$ cat config.mk
export PLATFORM = sky130hd
export DESIGN_NAME = serial_io_controller
export DESIGN_NICKNAME = d
export VERILOG_FILES = /design/src/rtl/serial_io_controller.sv
export SDC_FILE = /design/constraint.sdc
export NUM_CORES = 1
export LEC_CHECK = 0
export ABC_AREA = 1
export CORE_AREA = 2 2 153 140
export CTS_BUF_LIST = sky130_fd_sc_hd__clkbuf_16
export DETAILED_ROUTE_END_ITERATION = 8
export DIE_AREA = 0 0 155 142
export PLACE_DENSITY = 0.83
export SYNTH_ARGS = -nofsm -noshare
export SYNTH_HDL_FRONTEND = slang
export SYNTH_SLANG_ARGS = --single-unit
$ cat constraint.sdc
create_clock -name clock -period 3.84 [get_ports clock]
set_clock_uncertainty 0.1 [all_clocks]
set_input_delay 0.768 -clock clock [delete_from_list [all_inputs] [get_ports clock]]
set_output_delay 0.768 -clock clock [all_outputs]
set_load 0.03 [all_outputs]
$ cat src/rtl/serial_io_controller.sv
// Serial I/O controller: a TX FIFO drained onto a UART byte engine by a three-state
// handshake FSM, plus a first-word-fall-through RX FIFO filled from UART receive strobes.
module serial_io_controller #(
    parameter int TX_DEPTH     = 16,
    parameter int RX_DEPTH     = 16,
    parameter int BUSY_TIMEOUT = 15
) (
    input  logic       clock,
    input  logic       reset,
    input  logic [7:0] cpu_data_in,
    input  logic       cpu_wren_in,
    input  logic       cpu_rden_in,
    output logic [7:0] cpu_data_out,
    output logic       cpu_valid_out,
    output logic       cpu_ready_out,
    input  logic [7:0] uart_rx_data_in,
    input  logic       uart_rx_strobe_in,
    input  logic       uart_tx_busy_in,
    output logic [7:0] uart_tx_data_out,
    output logic       uart_tx_start_out,
    output logic       tx_overflow_out,
    output logic       rx_overflow_out,
    input  logic       clear_flags_in
);
    localparam int TX_AW = $clog2(TX_DEPTH);
    localparam int TX_CW = TX_AW + 1;
    localparam int RX_AW = $clog2(RX_DEPTH);
    localparam int RX_CW = RX_AW + 1;
    localparam int TO_W  = $clog2(BUSY_TIMEOUT + 1);

    typedef enum logic [1:0] {
        TX_IDLE      = 2'd0,
        TX_WAIT_BUSY = 2'd1,
        TX_WAIT_DONE = 2'd2
    } tx_state_e;

    tx_state_e         tx_state_q, tx_state_d;
    logic [TO_W-1:0]   to_cnt_q, to_cnt_d;
    logic              tx_start_q, tx_start_d;
    logic [7:0]        tx_data_q, tx_data_d;

    logic [7:0]        tx_mem_q [TX_DEPTH];
    logic [TX_AW-1:0]  tx_wr_ptr_q, tx_wr_ptr_d, tx_rd_ptr_q, tx_rd_ptr_d;
    logic [TX_CW-1:0]  tx_count_q, tx_count_d;
    logic [7:0]        rx_mem_q [RX_DEPTH];
    logic [RX_AW-1:0]  rx_wr_ptr_q, rx_wr_ptr_d, rx_rd_ptr_q, rx_rd_ptr_d;
    logic [RX_CW-1:0]  rx_count_q, rx_count_d;
    logic              tx_ovf_q, tx_ovf_d, rx_ovf_q, rx_ovf_d;

    logic tx_full_s, tx_push_s, tx_pop_s, tx_ovf_evt_s, tx_launch_s;
    logic rx_full_s, rx_empty_s, rx_push_s, rx_pop_s, rx_ovf_evt_s;

    assign tx_full_s   = (tx_count_q == TX_CW'(TX_DEPTH));
    assign rx_full_s   = (rx_count_q == RX_CW'(RX_DEPTH));
    assign rx_empty_s  = (rx_count_q == RX_CW'(0));
    assign tx_launch_s = (tx_state_q == TX_IDLE) && (tx_count_q != TX_CW'(0)) && !uart_tx_busy_in;

    assign cpu_ready_out     = ~tx_full_s;
    assign cpu_valid_out     = ~rx_empty_s;
    assign cpu_data_out      = rx_empty_s ? 8'h00 : rx_mem_q[rx_rd_ptr_q];
    assign uart_tx_data_out  = tx_data_q;
    assign uart_tx_start_out = tx_start_q;
    assign tx_overflow_out   = tx_ovf_q;
    assign rx_overflow_out   = rx_ovf_q;

    // FSM state, timeout counter and registered UART-side outputs
    always_ff @(posedge clock or negedge reset) begin
        if (!reset) begin
            tx_state_q <= TX_IDLE;
            to_cnt_q   <= TO_W'(0);
            tx_start_q <= 1'b0;
            tx_data_q  <= 8'h00;
        end else begin
            tx_state_q <= tx_state_d;
            to_cnt_q   <= to_cnt_d;
            tx_start_q <= tx_start_d;
            tx_data_q  <= tx_data_d;
        end
    end

    // FSM next-state; an unanswered start gives up after BUSY_TIMEOUT cycles
    always_comb begin
        tx_state_d = tx_state_q;
        case (tx_state_q)
            TX_IDLE: begin
                if (tx_launch_s) tx_state_d = TX_WAIT_BUSY;
                else             tx_state_d = TX_IDLE;
            end
            TX_WAIT_BUSY: begin
                if (uart_tx_busy_in)                                   tx_state_d = TX_WAIT_DONE;
                else if ((to_cnt_q + TO_W'(1)) == TO_W'(BUSY_TIMEOUT)) tx_state_d = TX_IDLE;
                else                                                   tx_state_d = TX_WAIT_BUSY;
            end
            TX_WAIT_DONE: begin
                if (!uart_tx_busy_in) tx_state_d = TX_IDLE;
                else                  tx_state_d = TX_WAIT_DONE;
            end
            default: tx_state_d = TX_IDLE;
        endcase
    end

    // FSM outputs: launch pops the head into the holding register with a start pulse
    always_comb begin
        tx_start_d = 1'b0;
        tx_data_d  = tx_data_q;
        to_cnt_d   = to_cnt_q;
        tx_pop_s   = 1'b0;
        case (tx_state_q)
            TX_IDLE: begin
                if (tx_launch_s) begin
                    tx_start_d = 1'b1;
                    tx_data_d  = tx_mem_q[tx_rd_ptr_q];
                    to_cnt_d   = TO_W'(0);
                    tx_pop_s   = 1'b1;
                end else begin
                    tx_start_d = 1'b0;
                end
            end
            TX_WAIT_BUSY: begin
                if (!uart_tx_busy_in) to_cnt_d = to_cnt_q + TO_W'(1);
                else                  to_cnt_d = to_cnt_q;
            end
            TX_WAIT_DONE: to_cnt_d = to_cnt_q;
            default:      to_cnt_d = TO_W'(0);
        endcase
    end

    // FIFO pointer/count and sticky flag next-state
    always_comb begin
        tx_push_s    = cpu_wren_in & ~tx_full_s;
        tx_ovf_evt_s = cpu_wren_in & tx_full_s;
        rx_pop_s     = cpu_rden_in & ~rx_empty_s;
        // a pop in the same cycle frees the slot, so a full RX FIFO still accepts
        rx_push_s    = uart_rx_strobe_in & (~rx_full_s | rx_pop_s);
        rx_ovf_evt_s = uart_rx_strobe_in & rx_full_s & ~rx_pop_s;

        tx_wr_ptr_d = tx_push_s ? tx_wr_ptr_q + TX_AW'(1) : tx_wr_ptr_q;
        tx_rd_ptr_d = tx_pop_s  ? tx_rd_ptr_q + TX_AW'(1) : tx_rd_ptr_q;
        rx_wr_ptr_d = rx_push_s ? rx_wr_ptr_q + RX_AW'(1) : rx_wr_ptr_q;
        rx_rd_ptr_d = rx_pop_s  ? rx_rd_ptr_q + RX_AW'(1) : rx_rd_ptr_q;

        if (tx_push_s && !tx_pop_s)      tx_count_d = tx_count_q + TX_CW'(1);
        else if (!tx_push_s && tx_pop_s) tx_count_d = tx_count_q - TX_CW'(1);
        else                             tx_count_d = tx_count_q;

        if (rx_push_s && !rx_pop_s)      rx_count_d = rx_count_q + RX_CW'(1);
        else if (!rx_push_s && rx_pop_s) rx_count_d = rx_count_q - RX_CW'(1);
        else                             rx_count_d = rx_count_q;

        if (clear_flags_in) begin
            tx_ovf_d = 1'b0;
            rx_ovf_d = 1'b0;
        end else begin
            tx_ovf_d = tx_ovf_q | tx_ovf_evt_s;
            rx_ovf_d = rx_ovf_q | rx_ovf_evt_s;
        end
    end

    // FIFO pointers, counts and sticky flags
    always_ff @(posedge clock or negedge reset) begin
        if (!reset) begin
            tx_wr_ptr_q <= TX_AW'(0);
            tx_rd_ptr_q <= TX_AW'(0);
            tx_count_q  <= TX_CW'(0);
            rx_wr_ptr_q <= RX_AW'(0);
            rx_rd_ptr_q <= RX_AW'(0);
            rx_count_q  <= RX_CW'(0);
            tx_ovf_q    <= 1'b0;
            rx_ovf_q    <= 1'b0;
        end else begin
            tx_wr_ptr_q <= tx_wr_ptr_d;
            tx_rd_ptr_q <= tx_rd_ptr_d;
            tx_count_q  <= tx_count_d;
            rx_wr_ptr_q <= rx_wr_ptr_d;
            rx_rd_ptr_q <= rx_rd_ptr_d;
            rx_count_q  <= rx_count_d;
            tx_ovf_q    <= tx_ovf_d;
            rx_ovf_q    <= rx_ovf_d;
        end
    end

    // FIFO storage; contents are only observable through the counted pointers
    always_ff @(posedge clock) begin
        if (tx_push_s) tx_mem_q[tx_wr_ptr_q] <= cpu_data_in;
        if (rx_push_s) rx_mem_q[rx_wr_ptr_q] <= uart_rx_data_in;
    end

endmodule

==> results of run 1 <==
==> stage by stage <==
stage                     utilization, %  area [um2]  hold WS (ps)  setup slack, ps
final                               70.8       14500           314              359
after global routing                70.8       14500           392              158
after CTS                           70.8       14500           330              375
after detailed placement            66.5       13600           375              754
after global placement              66.5       13600           376              808
after floorplan                        -       13100           363             1350
==> kinds of logic (layout without fill, tap and decap cells) <==
kind of cell	after synthesis	in the layout	synth area share [%]
adders and majority gates	22	22	2.22
xor gates and xnor gates	19	19	1.27
and+or+nand+nor	655	655	21.2
DFF	299	299	67.1
buffers and inverters	191	253	6.67
AOI/OAI and AO/OA	38	38	1.51
==> critical path, stage by stage, from the launching register on <==
cell and delay [ps]:
dfrtp_1 380, inv_1 790, nand3_1 270, nand3_1 200
nand2_1 100, nand2_1 80, a21oi_1 60, buf_4 180
==> synthesized netlist by cell type, drive strengths merged (12+ instances only) <==
master    n  area [um2]
o21ai    17        85.1
edfxtp  256        7690
ha       20         250
xor2     16         140
nand2   401        1520
nor3     12        60.1
nand3   203        1020
nor2     34         138
inv     133         499
a21oi    17        85.1
buf      50         342
dfrtp    43        1080
==> state kept, by name, summed over array words and instances (netlist names) <==
name / count
tx_wr_ptr_q: 4
tx_state_q: 2
uart_tx_start_out: 1
to_cnt_q: 4
rx_mem_q: 128
tx_rd_ptr_q: 4
rx_overflow_out: 1
uart_tx_data_out: 8
tx_mem_q: 128
rx_count_q: 5
rx_wr_ptr_q: 4
rx_rd_ptr_q: 4
tx_count_q: 5
tx_overflow_out: 1
==> layer usage <==
layer  GRT usage, %  share of wire (%)  vias to the layer above
met5              0                  0                        -
met4           8.92                3.5                        0
met3           3.99                 10                       89
met2           42.6                 47                      532
met1           38.3                 39                     4120
li1               -                  -                     4142
==> worst max-delay path by stage <==
stage | from | end | slack, ps
3_5_place_dp | cpu_rden_in | rx_count_q[4] | 750
5_1_grt | rx_rd_ptr_q[1] | cpu_data_out[7] | 160
6_report | rx_rd_ptr_q[1] | cpu_data_out[1] | 360
2_1_floorplan | tx_count_q[1] | tx_count_q[4] | 1350
3_3_place_gp | cpu_rden_in | rx_count_q[4] | 810
4_1_cts | rx_rd_ptr_q[1] | cpu_data_out[1] | 370
==> report_power, final <==
part / leakage [nW] / internal [mW] / switching, mW / total (mW)
combinational: 2.71 / 1.28 / 2.84 / 4.12
clock: 0.468 / 1.50 / 1.16 / 2.66
sequential: 2.84 / 4.00 / 0.292 / 4.30
total: 6.02 / 6.79 / 4.29 / 11.1
==> cell type report <==
cell class	instances	area, um2
inverter	137	514
clock inverter	22	114
fill	1343	5970
multi-input combinational	734	3430
tap	260	325
sequential	299	8770
timing repair buffer	63	568
clock buffer	31	776
==> impl_metrics.prom, run 1 <==
# TYPE chip_impl_metric gauge
chip_impl_info{name="outcome",value="finished clean"} 1
chip_impl_info{name="critPathKind",value="flop to output pin"} 1
chip_impl_metric{name="overflow",unit=""} 0
chip_impl_metric{name="irDropWorstVdd",unit="uV"} 579
chip_impl_metric{name="io_buffers",unit=""} 43
chip_impl_metric{name="dp_wirelength",unit="um"} 17600
chip_impl_metric{name="grt_pass1_wl",unit="um"} 45100
chip_impl_metric{name="globalplace.congestion",unit=""} 0.895
chip_impl_metric{name="power.density_cell_area",unit="nW/um2"} 765
chip_impl_info{name="worstSetupEndpointType",value="output pin"} 1
chip_impl_metric{name="globalRouteTotalUtil",unit="%"} 26.6
chip_impl_info{name="r2r_end",value="tx_count_q[4]"} 1
chip_impl_metric{name="tightestPinTransition",unit="ps"} 1140
chip_impl_metric{name="post-route-period-util",unit="%"} 90.6
chip_impl_metric{name="post_cts.resized_instances",unit=""} 0
chip_impl_metric{name="route.antenna.remaining_nets",unit=""} 0
chip_impl_metric{name="synth_enable_flop_cells",unit=""} 256
chip_impl_metric{name="area_added_between_synthesis_and_finish",unit="%"} 10.9
chip_impl_metric{name="rows",unit=""} 50
chip_impl_metric{name="net_count_after_synthesis",unit=""} 1269
chip_impl_info{name="worstReg2RegStart",value="tx_count_q[1]"} 1
chip_impl_metric{name="yosys_register_bits",unit=""} 299
chip_impl_metric{name="path_clk_slew",unit="ps"} 60
chip_impl_metric{name="post_cts_buffers",unit=""} 0
chip_impl_info{name="hold_path_class",value="input pin to async pin"} 1
chip_impl_metric{name="routed_wl",unit="um"} 28800
chip_impl_metric{name="via_count",unit=""} 8883
chip_impl_metric{name="first_pass_iters",unit=""} 6
chip_impl_metric{name="reg2regPathDepth",unit=""} 13
chip_impl_metric{name="post_drt_via_cell_ratio",unit=""} 5.75
chip_impl_metric{name="placeable_area",unit="um2"} 20500
chip_impl_metric{name="clock-sinks",unit=""} 299
chip_impl_metric{name="flop2flop_setup_slack",unit="ps"} 1260
chip_impl_metric{name="worstPathRequired",unit="ps"} 2970
chip_impl_metric{name="holdBufCountCts",unit=""} 0
chip_impl_metric{name="die_boundary_height",unit="um"} 142
chip_impl_metric{name="grt_antenna_before_repair",unit=""} 0
chip_impl_metric{name="design.die.area",unit="um2"} 22000
chip_impl_info{name="worstSetupStartpointType",value="flop"} 1
chip_impl_metric{name="cp_data_arrival_time",unit="ps"} 2610
chip_impl_metric{name="yosys_warning_total",unit=""} 0
chip_impl_metric{name="cap_violations",unit=""} 0
chip_impl_metric{name="avgRoutedWirePerCell",unit="um"} 18.6
chip_impl_metric{name="route.detailed.drc",unit=""} 0
chip_impl_metric{name="async_reset_ff_share",unit="%"} 14.4
chip_impl_metric{name="worstPathMaxFanout",unit=""} 33
chip_impl_metric{name="final_hold_viols",unit=""} 0
chip_impl_metric{name="timing.final.max_slew_violations",unit=""} 0
chip_impl_metric{name="cts_max_level",unit=""} 1
chip_impl_info{name="cts_root_buffer",value="clkbuf_16"} 1
chip_impl_info{name="layout.cells.most_common",value="nand2_1"} 1
chip_impl_metric{name="clock_tree.buffer_depth",unit=""} 3
chip_impl_metric{name="die_w",unit="um"} 155
chip_impl_metric{name="initial_core_util",unit="%"} 63.9
chip_impl_metric{name="final_layout_size_suffix_gt1_share",unit="%"} 6.07
chip_impl_info{name="mostFrequentLayoutCells",value="nand2_1 (397), edfxtp_1 (256), nand3_1 (202), inv_1 (138), dfrtp_1 (41)"} 1
chip_impl_metric{name="final_net_count",unit=""} 1310
chip_impl_metric{name="first_iter_violations",unit=""} 1168
chip_impl_metric{name="yosysSeqAreaShare",unit="%"} 67.1
chip_impl_metric{name="via_count_of_the_first_global_routing_pass",unit=""} 8399
chip_impl_metric{name="n_antenna_cell",unit=""} 0
chip_impl_metric{name="syn_area_per_cell",unit="um2"} 10.7
chip_impl_metric{name="clk-insertion-delay-late",unit="ps"} 550
chip_impl_metric{name="place.detailed.instances",unit=""} 1493
chip_impl_metric{name="final.min_clock_period",unit="ps"} 3480
chip_impl_metric{name="highest_achievable_clock_rate",unit="MHz"} 287
chip_impl_metric{name="synth_area",unit="um2"} 13100
chip_impl_metric{name="total_leakage_power",unit="nW"} 6.02
chip_impl_metric{name="cts_inserted_buffers",unit=""} 30
chip_impl_metric{name="pin_count",unit=""} 44
chip_impl_metric{name="grt_start_max_net_pins",unit=""} 67
chip_impl_metric{name="synthesis.instances",unit=""} 1224
chip_impl_metric{name="timing.final.setup_violations",unit=""} 0
chip_impl_metric{name="timing.slew.headroom",unit="%"} 24.2
chip_impl_metric{name="synth.lib_cells_used.distinct",unit=""} 32
chip_impl_info{name="grt_setup_unrepaired",value="no"} 1
chip_impl_info{name="synth_top_flop_cell",value="edfxtp_1"} 1
chip_impl_metric{name="fin_tns_setup",unit="ps"} 0
chip_impl_metric{name="power",unit="mW"} 11.1
chip_impl_info{name="cts_tree",value="yes"} 1
chip_impl_metric{name="finalNonFillerCells",unit=""} 1546
(Power assumes the default switching activity.)
==> run 2, diff against run 1 <==
- CTS_CLUSTER_SIZE: default -> 20
==> results of run 2 <==
No change in the layout: final DEF, timing and power equal those of run 1.
==> run 3, diff against run 2 <==
- CORE_AREA: 2 2 153 140 -> 5 5 156 143
- CTS_CLUSTER_SIZE: 20 -> 40
- DIE_AREA: 0 0 155 142 -> 0 0 161 148
==> run 3 against run 2 <==
  * Worst setup slack improved by 150 ps
  * Die area rose by 8.3%
  * Clock power rose by 7%
  * Global-route usage fell by 2.1 points
  * Non-clock buffer count rose by 6
  * Critical endpoint is now cpu_data_out[7]
  * Largest cell class unchanged
==> impl_metrics.prom, run 3 (same netlist as run 1, synthesis figures left out) <==
# TYPE chip_impl_metric gauge
chip_impl_metric{name="fin_tns_setup",unit="ps"} 0
chip_impl_metric{name="overflow",unit=""} 0
chip_impl_metric{name="timing.final.max_slew_violations",unit=""} 0
chip_impl_metric{name="die_boundary_height",unit="um"} 148
chip_impl_metric{name="design.die.area",unit="um2"} 23800
chip_impl_metric{name="final.min_clock_period",unit="ps"} 3330
chip_impl_metric{name="avgRoutedWirePerCell",unit="um"} 18.7
chip_impl_metric{name="route.antenna.remaining_nets",unit=""} 0
chip_impl_metric{name="area_added_between_synthesis_and_finish",unit="%"} 11.8
chip_impl_metric{name="post_drt_via_cell_ratio",unit=""} 5.72
chip_impl_metric{name="grt_antenna_before_repair",unit=""} 0
chip_impl_metric{name="irDropWorstVdd",unit="uV"} 718
chip_impl_metric{name="use_met2",unit="%"} 42.3
chip_impl_metric{name="cap_violations",unit=""} 0
chip_impl_metric{name="final_hold_viols",unit=""} 0
chip_impl_metric{name="via_count_of_the_first_global_routing_pass",unit=""} 8735
chip_impl_metric{name="timing.slew.headroom",unit="%"} 33.4
chip_impl_info{name="hold_path_class",value="input pin to async pin"} 1
chip_impl_metric{name="initial_core_util",unit="%"} 63.7
chip_impl_metric{name="critPathMaxStageDelay",unit="ps"} 410
chip_impl_metric{name="first_iter_violations",unit=""} 960
chip_impl_metric{name="grt_pass1_wl",unit="um"} 46200
chip_impl_metric{name="post_cts_buffers",unit=""} 0
chip_impl_info{name="worstSetupStartpointType",value="flop"} 1
chip_impl_metric{name="path_clk_slew",unit="ps"} 60
chip_impl_info{name="layout.cells.most_common",value="nand2_1"} 1
chip_impl_metric{name="grt_start_max_net_pins",unit=""} 67
chip_impl_metric{name="worstPathRequired",unit="ps"} 2970
chip_impl_metric{name="timing.final.setup_violations",unit=""} 0
chip_impl_metric{name="clock-sinks",unit=""} 299
chip_impl_info{name="cts_tree",value="yes"} 1
chip_impl_metric{name="grt_util_met1",unit="%"} 32.0
chip_impl_metric{name="post-route-period-util",unit="%"} 86.8
chip_impl_metric{name="cp_data_arrival_time",unit="ps"} 2470
chip_impl_info{name="mostFrequentLayoutCells",value="nand2_1 (397), edfxtp_1 (256), nand3_1 (202), inv_1 (136), dfrtp_1 (41)"} 1
chip_impl_metric{name="cts_inserted_buffers",unit=""} 29
chip_impl_info{name="grt-busiest-layer",value="met2"} 1
chip_impl_metric{name="power.density_cell_area",unit="nW/um2"} 773
chip_impl_metric{name="via_count",unit=""} 8878
chip_impl_metric{name="globalRouteMet3Util",unit="%"} 5.13
chip_impl_info{name="outcome",value="finished clean"} 1
chip_impl_metric{name="clock_tree.buffer_depth",unit=""} 3
chip_impl_metric{name="rows",unit=""} 50
chip_impl_metric{name="die_w",unit="um"} 161
chip_impl_metric{name="placeable_area",unit="um2"} 20500
chip_impl_metric{name="pin_count",unit=""} 44
chip_impl_metric{name="dp_wirelength",unit="um"} 17600
chip_impl_metric{name="tightestPinTransition",unit="ps"} 999
chip_impl_metric{name="route.detailed.drc",unit=""} 0
chip_impl_metric{name="clk-insertion-delay-late",unit="ps"} 560
chip_impl_metric{name="worstPathMaxFanout",unit=""} 40
chip_impl_metric{name="highest_achievable_clock_rate",unit="MHz"} 300
chip_impl_info{name="critical_path.most_common_cell",value="nand2_1"} 1
chip_impl_metric{name="holdBufCountCts",unit=""} 0
chip_impl_info{name="timing.critical_path.slowest_stage_cell",value="dfrtp_2"} 1
chip_impl_info{name="grt_setup_unrepaired",value="no"} 1
chip_impl_info{name="worstSetupEndpointType",value="output pin"} 1
chip_impl_metric{name="globalplace.congestion",unit=""} 0.864
chip_impl_metric{name="final_net_count",unit=""} 1315
chip_impl_metric{name="io_buffers",unit=""} 43
chip_impl_metric{name="flop2flop_setup_slack",unit="ps"} 1210
chip_impl_metric{name="final_layout_size_suffix_gt1_share",unit="%"} 7.12
chip_impl_metric{name="post_cts.resized_instances",unit=""} 0
chip_impl_metric{name="cts_max_level",unit=""} 1
chip_impl_info{name="critPathKind",value="flop to output pin"} 1
chip_impl_metric{name="n_antenna_cell",unit=""} 0
chip_impl_metric{name="final_core_util",unit="%"} 71.2
chip_impl_info{name="cts_root_buffer",value="clkbuf_16"} 1
chip_impl_info{name="cells_traversed_along_the_worst_timing_path",value="inv_2, buf_12, nand2_1, nand3_1, nand3_1, nand2_1, nand2_1, a21oi_1, buf_4"} 1
chip_impl_metric{name="total_leakage_power",unit="nW"} 6.07
chip_impl_metric{name="globalRouteTotalUtil",unit="%"} 24.6
chip_impl_metric{name="first_pass_iters",unit=""} 5
chip_impl_metric{name="fillers",unit=""} 1325
chip_impl_metric{name="routed_wl",unit="um"} 29000
==> run 3: cell type report <==
type,instances,area [um2],area share (%)
flip-flops and latches,299,8770,60.0
multi-input cells,734,3430,23.5
clock buffers,29,726,4.97
repair buffers,69,613,4.20
inverters,137,514,3.52
well taps,260,325,2.23
clock inverters,24,230,1.58
==> run 3: critical path, delay by kind of cell (launching register included) <==
family / cells / cell delay (ps)
flops: 1 / 410
buf+inv: 3 / 810
compound gates: 1 / 190
simple gates: 5 / 470
==> run 3: metrics by stage <==
step | std cells | hold WS, ps | setup WS (ps) | cell area (um2) | power, mW
2_1_floorplan | 1224 | 363 | 1350 | 13100 | 7.27
4_1_cts | 1552 | 300 | 537 | 14600 | 11.3
3_3_place_gp | 1499 | 377 | 832 | 13600 | 8.23
3_5_place_dp | 1499 | 377 | 758 | 13600 | 8.37
6_report | 1552 | 278 | 505 | 14600 | 11.3
5_1_grt | 1552 | 345 | 380 | 14600 | 11.9
==> run 3: where the power goes <==
| group | internal [mW] | switching [mW] | leakage (nW) | total (mW) |
|---|---|---|---|---|
| sequential | 4.00 | 0.257 | 2.84 | 4.26 |
| clock | 1.65 | 1.20 | 0.495 | 2.85 |
| combinational | 1.29 | 2.88 | 2.74 | 4.17 |
| total | 6.94 | 4.34 | 6.07 | 11.3 |
==> run 3: final timing paths <==
check / cells after the start / endpoint / from
worst max-delay path: 9 / cpu_data_out[7] / rx_rd_ptr_q[0]
worst min-delay path: 1 / rx_rd_ptr_q[1] / reset
worst max register to register: 13 / tx_count_q[4] / tx_count_q[1]
worst min register to register: 2 / uart_tx_data_out[7] / uart_tx_data_out[7]
max in group asynchronous: 1 / tx_rd_ptr_q[0] / reset
min in group clock: 2 / uart_tx_data_out[7] / uart_tx_data_out[7]
==> run 3: metal layers <==
metal	up-vias	routed length, um
met2	467	14300
met3	71	2660
li1	4154	-
met5	-	0
met4	0	787
met1	4186	11300
